<file path="src/rtl/pong_pkg.sv">
// Shared types and constants for the pong game sequencer.
package pong_pkg;

    typedef enum logic [2:0] {
        IDLE,
        SERVE,
        PLAY,
        POINT,
        OVER
    } state_e;

    localparam int   SCORE_W   = 4;
    localparam logic DIR_RIGHT = 1'b0;
    localparam logic DIR_LEFT  = 1'b1;

    function automatic int max3(input int a, input int b, input int c);
        int m;
        m = (a > b) ? a : b;
        return (m > c) ? m : c;
    endfunction

endpackage

</file>
<file path="src/rtl/pong_edge_detect.sv">
// Rising-edge pulse generator with an optional two-flop synchroniser in front
// (SYNC=1 for asynchronous pins such as buttons).
module pong_edge_detect #(
    parameter bit SYNC = 1'b0
) (
    input  logic clk,
    input  logic reset,
    input  logic in_sig,
    output logic pulse
);

    logic sync1_q, sync1_d;
    logic sync2_q, sync2_d;
    logic prev_q, prev_d;
    logic level;

    always_comb begin
        sync1_d = in_sig;
        sync2_d = sync1_q;
        level   = SYNC ? sync2_q : in_sig;
        prev_d  = level;
        pulse   = level & ~prev_q;
    end

    always_ff @(posedge clk) begin
        if (reset) begin
            sync1_q <= 1'b0;
            sync2_q <= 1'b0;
            prev_q  <= 1'b0;
        end else begin
            sync1_q <= sync1_d;
            sync2_q <= sync2_d;
            prev_q  <= prev_d;
        end
    end

endmodule

</file>
<file path="src/rtl/pong_game_ctrl.sv">
// Pong game sequencer: attract/serve/rally/point-pause/game-over phases timed
// in video frames, score keeping, and ball run/reset/direction controls.
module pong_game_ctrl
    import pong_pkg::*;
#(
    parameter int WIN_SCORE    = 7,
    parameter int SERVE_FRAMES = 60,
    parameter int POINT_FRAMES = 30,
    parameter int OVER_FRAMES  = 240
) (
    input  logic               clk,
    input  logic               reset,
    input  logic               vsync,
    input  logic               start,
    input  logic               miss_left,
    input  logic               miss_right,
    output logic               ball_run,
    output logic               ball_reset,
    output logic               serve_dir,
    output logic [SCORE_W-1:0] score1,
    output logic [SCORE_W-1:0] score2,
    output logic               game_over,
    output logic               winner
);

    localparam int CNT_MAX = max3(SERVE_FRAMES, POINT_FRAMES, OVER_FRAMES);
    localparam int CNT_W   = (CNT_MAX > 1) ? $clog2(CNT_MAX) : 1;

    localparam logic [CNT_W-1:0]   SERVE_LAST = CNT_W'(SERVE_FRAMES - 1);
    localparam logic [CNT_W-1:0]   POINT_LAST = CNT_W'(POINT_FRAMES - 1);
    localparam logic [CNT_W-1:0]   OVER_LAST  = CNT_W'(OVER_FRAMES - 1);
    localparam logic [CNT_W-1:0]   CNT_ONE    = CNT_W'(1);
    localparam logic [SCORE_W-1:0] WIN        = SCORE_W'(WIN_SCORE);
    localparam logic [SCORE_W-1:0] SCORE_ONE  = SCORE_W'(1);

    logic frame_tick;
    logic start_pulse;

    pong_edge_detect #(.SYNC(1'b0)) u_vsync_edge (
        .clk    (clk),
        .reset  (reset),
        .in_sig (vsync),
        .pulse  (frame_tick)
    );

    pong_edge_detect #(.SYNC(1'b1)) u_start_edge (
        .clk    (clk),
        .reset  (reset),
        .in_sig (start),
        .pulse  (start_pulse)
    );

    state_e             state_q, state_d;
    logic [CNT_W-1:0]   cnt_q, cnt_d;
    logic [SCORE_W-1:0] score1_q, score1_d;
    logic [SCORE_W-1:0] score2_q, score2_d;
    logic               serve_dir_q, serve_dir_d;
    logic               winner_q, winner_d;
    logic               ball_run_q, ball_run_d;
    logic               ball_reset_q, ball_reset_d;
    logic               game_over_q, game_over_d;
    logic [SCORE_W-1:0] score_inc;

    always_comb begin
        state_d     = state_q;
        cnt_d       = cnt_q;
        score1_d    = score1_q;
        score2_d    = score2_q;
        serve_dir_d = serve_dir_q;
        winner_d    = winner_q;
        score_inc   = '0;

        case (state_q)
            IDLE: begin
                if (start_pulse) begin
                    score1_d    = '0;
                    score2_d    = '0;
                    serve_dir_d = DIR_RIGHT;
                    state_d     = SERVE;
                    cnt_d       = '0;
                end
            end
            SERVE: begin
                if (frame_tick) begin
                    if (cnt_q == SERVE_LAST) begin
                        state_d = PLAY;
                        cnt_d   = '0;
                    end else begin
                        cnt_d = cnt_q + CNT_ONE;
                    end
                end
            end
            PLAY: begin
                // A simultaneous miss on both sides is a draw: no score, same server.
                if (miss_left && miss_right) begin
                    state_d = POINT;
                    cnt_d   = '0;
                end else if (miss_left || miss_right) begin
                    score_inc = miss_left ? (score2_q + SCORE_ONE) : (score1_q + SCORE_ONE);
                    if (miss_left) begin
                        score2_d    = score_inc;
                        serve_dir_d = DIR_LEFT;
                    end else begin
                        score1_d    = score_inc;
                        serve_dir_d = DIR_RIGHT;
                    end
                    cnt_d = '0;
                    if (score_inc == WIN) begin
                        state_d  = OVER;
                        winner_d = miss_left;
                    end else begin
                        state_d = POINT;
                    end
                end
            end
            POINT: begin
                if (frame_tick) begin
                    if (cnt_q == POINT_LAST) begin
                        state_d = SERVE;
                        cnt_d   = '0;
                    end else begin
                        cnt_d = cnt_q + CNT_ONE;
                    end
                end
            end
            OVER: begin
                if (start_pulse) begin
                    score1_d    = '0;
                    score2_d    = '0;
                    serve_dir_d = DIR_RIGHT;
                    state_d     = SERVE;
                    cnt_d       = '0;
                end else if (frame_tick) begin
                    if (cnt_q == OVER_LAST) begin
                        state_d = IDLE;
                        cnt_d   = '0;
                    end else begin
                        cnt_d = cnt_q + CNT_ONE;
                    end
                end
            end
            default: begin
                state_d = IDLE;
                cnt_d   = '0;
            end
        endcase

        ball_run_d   = (state_d == PLAY);
        ball_reset_d = (state_d == IDLE) || (state_d == SERVE) || (state_d == OVER);
        game_over_d  = (state_d == OVER);
    end

    always_ff @(posedge clk) begin
        if (reset) begin
            state_q      <= IDLE;
            cnt_q        <= '0;
            score1_q     <= '0;
            score2_q     <= '0;
            serve_dir_q  <= DIR_RIGHT;
            winner_q     <= 1'b0;
            ball_run_q   <= 1'b0;
            ball_reset_q <= 1'b1;
            game_over_q  <= 1'b0;
        end else begin
            state_q      <= state_d;
            cnt_q        <= cnt_d;
            score1_q     <= score1_d;
            score2_q     <= score2_d;
            serve_dir_q  <= serve_dir_d;
            winner_q     <= winner_d;
            ball_run_q   <= ball_run_d;
            ball_reset_q <= ball_reset_d;
            game_over_q  <= game_over_d;
        end
    end

    assign ball_run   = ball_run_q;
    assign ball_reset = ball_reset_q;
    assign serve_dir  = serve_dir_q;
    assign score1     = score1_q;
    assign score2     = score2_q;
    assign game_over  = game_over_q;
    assign winner     = winner_q;

endmodule

</file>
<file path="config.mk">
export PLATFORM = sky130hd
export DESIGN_NAME = pong_game_ctrl
export DESIGN_NICKNAME = d
export VERILOG_FILES = /design/src/rtl/pong_pkg.sv /design/src/rtl/pong_edge_detect.sv /design/src/rtl/pong_game_ctrl.sv
export SDC_FILE = /design/constraint.sdc
export NUM_CORES = 1
export LEC_CHECK = 0
export CAP_MARGIN = 0
export CORE_MARGIN = 4
export CORE_UTILIZATION = 50
export CTS_BUF_LIST = sky130_fd_sc_hd__clkbuf_16
export CTS_CLUSTER_DIAMETER = 50
export DETAILED_ROUTE_END_ITERATION = 10
export PLACE_DENSITY = 0.73
export SYNTH_ARGS = -nofsm -noshare
export SYNTH_HDL_FRONTEND = slang
export SYNTH_SLANG_ARGS = --single-unit
</file>
<file path="constraint.sdc">
create_clock -name clk -period 4.35 [get_ports clk]
set_input_delay 0.87 -clock clk [delete_from_list [all_inputs] [get_ports clk]]
set_output_delay 0.87 -clock clk [all_outputs]
set_load 0.02 [all_outputs]
</file>
==> results_dict.tcl <==
set metrics [dict create \
    max_clock_freq_mhz 328 \
    final_weighted_congestion_in_routability_driven_placement 0.881 \
    cts.hold.buffers_added 0 \
    final_net_count 203 \
    p_leak_uw 0.000663 \
    maxSlewHeadroom 0.569 \
    track_usage 0.184 \
    drive_gt1_frac 0.0952 \
    final_clock_skew_ns 0.00452 \
    critical_path.startpoint_type "input pin" \
    clockBufferDepth 2 \
    status "finished clean" \
    synth-warning-count 0 \
    seq_area_frac_synth 0.367 \
    finalSetupTns_ns 0 \
    syn-instance-count 172 \
    core_um2 2830 \
    postSynthNetCount 185 \
    worstHoldPathType "register to register" \
    wirelength_um 3250 \
    synth-edff-count 0 \
    detail-route-antenna-nets 0 \
    final-setup-viol-count 0 \
    clock_sink_count 28 \
    yosys_most_used_dff "sky130_fd_sc_hd__dfxtp_1" \
    synthDistinctLibCells 45 \
    grt_overflow 0 \
    grt_first_pass_wirelength_um 5910 \
    clkTransAtPathRegs_ns 0.07 \
    die_x_um 63.3 \
    clock_tree.root_cell "sky130_fd_sc_hd__clkbuf_16" \
    layout_min_cycle_time_ns 3.05 \
    cts-buffers-inserted 3 \
    cts-htree-levels 1 \
    die_outline_height_um 63.3 \
    drc_errors 0 \
    utilization 0.636 \
    tightestPinTransition_ns 0.646 \
    power_per_cell_area_nw_per_um2 285 \
    cts_resized 0 \
    final.period_utilization 0.701 \
    dp_hpwl_um 2390 \
    insertedDiodeCount 0 \
    postSynthAreaPerCell_um2 8.88 \
    fillers 251 \
    cts_tree "done" \
    global_route.usage.met1 0.269 \
    start_util 0.540 \
    finalHoldViolCount 0 \
    antenna_violations_before_repair 0 \
    criticalPathCategory "input pin to register" \
    worst_setup_path_end_kind "register" \
    grt_max_degree 23 \
    post_cts_buffers 0 \
    route.detailed.vias_per_inst 5.76 \
    wl_per_cell_um 14.8 \
    required_ns 4.56 \
    minimum_setup_slack_among_reg_to_reg_paths_ns 2.35 \
    crit_arrival_ns 3.26 \
    rsz_0062_raised_after_global_routing "no" \
    vias 1267 \
    place.port_buffers 18 \
    yosys_register_bits 28 \
    insertion_delay_ns 0.27 \
    asyncSetResetFlopFracSynth 0 \
    floorplan.die_area_um2 4000 \
    pin_count 19 \
    drv_slew 0 \
    max-cap-violations 0 \
    grt_use_met3 0.0444 \
    grt_util_met2 0.261 \
    placement_rows 19 \
    synthesis_to_layout_area_growth_pct 17.7 \
    drtPass1Iterations 4 \
    crit_path_max_fanout 11 \
    peakVddDrop_uv 209 \
    drtIter0Drc 92 \
    post_synth_instance_area_um2 1530 \
    grt_pass1_vias 1231 \
    grt_most_used_layer "met1" \
]
per-layer routing:
metal / part of all wire / wire length, um / up-vias
met5: 0 / 0 / -
met4: 0.014 / 46 / 0
met3: 0.060 / 195 / 4
met2: 0.41 / 1350 / 38
met1: 0.51 / 1660 / 573
li1: - / - / 652
stage by stage:
step	worst slack [ns]	hold slack (ns)	instances	total power, uW	area, um^2
after floorplan	1.95	0.414	172	296	1530
final	1.30	0.443	220	513	1800
after global routing	1.08	0.475	220	535	1800
after CTS	1.29	0.448	220	516	1800
after detailed placement	1.03	0.432	216	307	1720
after global placement	1.10	0.422	216	306	1720
Yosys cell counts (3+ instances only):
cell type	number	area, um^2
sky130_fd_sc_hd__and2_1	4	25.0
sky130_fd_sc_hd__nor3_1	11	55.1
sky130_fd_sc_hd__clkbuf_1	3	11.3
sky130_fd_sc_hd__nand2_1	9	33.8
sky130_fd_sc_hd__nor2_1	24	90.1
sky130_fd_sc_hd__o211ai_1	5	37.5
sky130_fd_sc_hd__inv_1	5	18.8
sky130_fd_sc_hd__o21ai_0	5	25.0
sky130_fd_sc_hd__mux2_2	3	33.8
sky130_fd_sc_hd__nand2b_1	5	31.3
sky130_fd_sc_hd__a31oi_1	3	18.8
sky130_fd_sc_hd__a21oi_1	7	35.0
sky130_fd_sc_hd__ha_1	7	87.6
sky130_fd_sc_hd__dfxtp_1	28	561
sky130_fd_sc_hd__xor2_1	7	61.3
sky130_fd_sc_hd__mux2i_1	6	60.1
sky130_fd_sc_hd__nor2b_1	7	43.8
power by group:
part	total [uW]	switching [uW]	internal, uW
logic	39.6	24.5	15.1
clock network	211	87.6	123
registers	262	2.73	259
total	513	115	398
cells by family (layout without fill, tap and decap cells):
group / after synthesis / after routing / synth area share
AND/OR/NAND/NOR: 77 / 77 / 0.274
adder cells (fa/ha/maj): 7 / 7 / 0.0573
AO/OA/AOI/OAI: 32 / 32 / 0.160
buffers and inverters: 11 / 28 / 0.0352
flip-flops: 28 / 28 / 0.367
multiplexers: 9 / 9 / 0.0614
XOR/XNOR: 8 / 8 / 0.0459
layout by cell type, fill, tap and decap left out, types with 2 or more instances in the layout:
cell type,n
sky130_fd_sc_hd__xor2_1,7
sky130_fd_sc_hd__nand2_1,9
sky130_fd_sc_hd__nor3_1,11
sky130_fd_sc_hd__and3_1,2
sky130_fd_sc_hd__nor4_1,2
sky130_fd_sc_hd__a21oi_1,7
sky130_fd_sc_hd__mux2_2,3
sky130_fd_sc_hd__nand3_1,2
sky130_fd_sc_hd__ha_1,7
sky130_fd_sc_hd__o211ai_1,5
sky130_fd_sc_hd__nor2b_1,7
sky130_fd_sc_hd__and2_1,4
sky130_fd_sc_hd__inv_1,5
sky130_fd_sc_hd__clkbuf_16,3
sky130_fd_sc_hd__o21ai_0,5
sky130_fd_sc_hd__a31oi_1,3
sky130_fd_sc_hd__nand2b_1,5
sky130_fd_sc_hd__nand4_1,2
sky130_fd_sc_hd__and4b_4,2
sky130_fd_sc_hd__dfxtp_1,28
sky130_fd_sc_hd__nor2_1,24
sky130_fd_sc_hd__mux2i_1,6
sky130_fd_sc_hd__clkdlybuf4s50_1,18
cell type report:
type,count,area [um^2],area share
repair buffers,19,188,0.104
well taps,31,38.8,0.0216
inverters,5,18.8,0.0104
multi-input cells,133,913,0.508
clock inverters,1,3.75,0.00209
flip-flops and latches,28,561,0.312
clock buffers,3,75.1,0.0418
sequential cells by signal, indices dropped and copies added (netlist names):
signal / cells
score1: 4
state_q: 3
cnt_q: 8
winner: 1
serve_dir: 1
game_over: 1
ball_run: 1
ball_reset: 1
u_start_edge.level: 1
u_start_edge.sync1_q: 1
u_start_edge.prev_q: 1
u_vsync_edge.prev_q: 1
score2: 4
worst paths after layout:
check	from	endpoint	depth (start not counted)
setup / recovery	miss_left	ball_run	7
hold / removal	u_start_edge.sync1_q	u_start_edge.level	1
setup reg to reg	state_q[1]	cnt_q[5]	5
hold reg to reg	u_start_edge.sync1_q	u_start_edge.level	1
critical path, cell delays in order:
cell                              delay (ns)
sky130_fd_sc_hd__clkdlybuf4s50_1        0.72
sky130_fd_sc_hd__mux2_2                 0.42
sky130_fd_sc_hd__ha_1                   0.25
sky130_fd_sc_hd__xnor2_1                0.27
sky130_fd_sc_hd__nand4_1                0.25
sky130_fd_sc_hd__a211oi_1               0.32
sky130_fd_sc_hd__and2_1                 0.16
(Power assumes the default switching activity.)
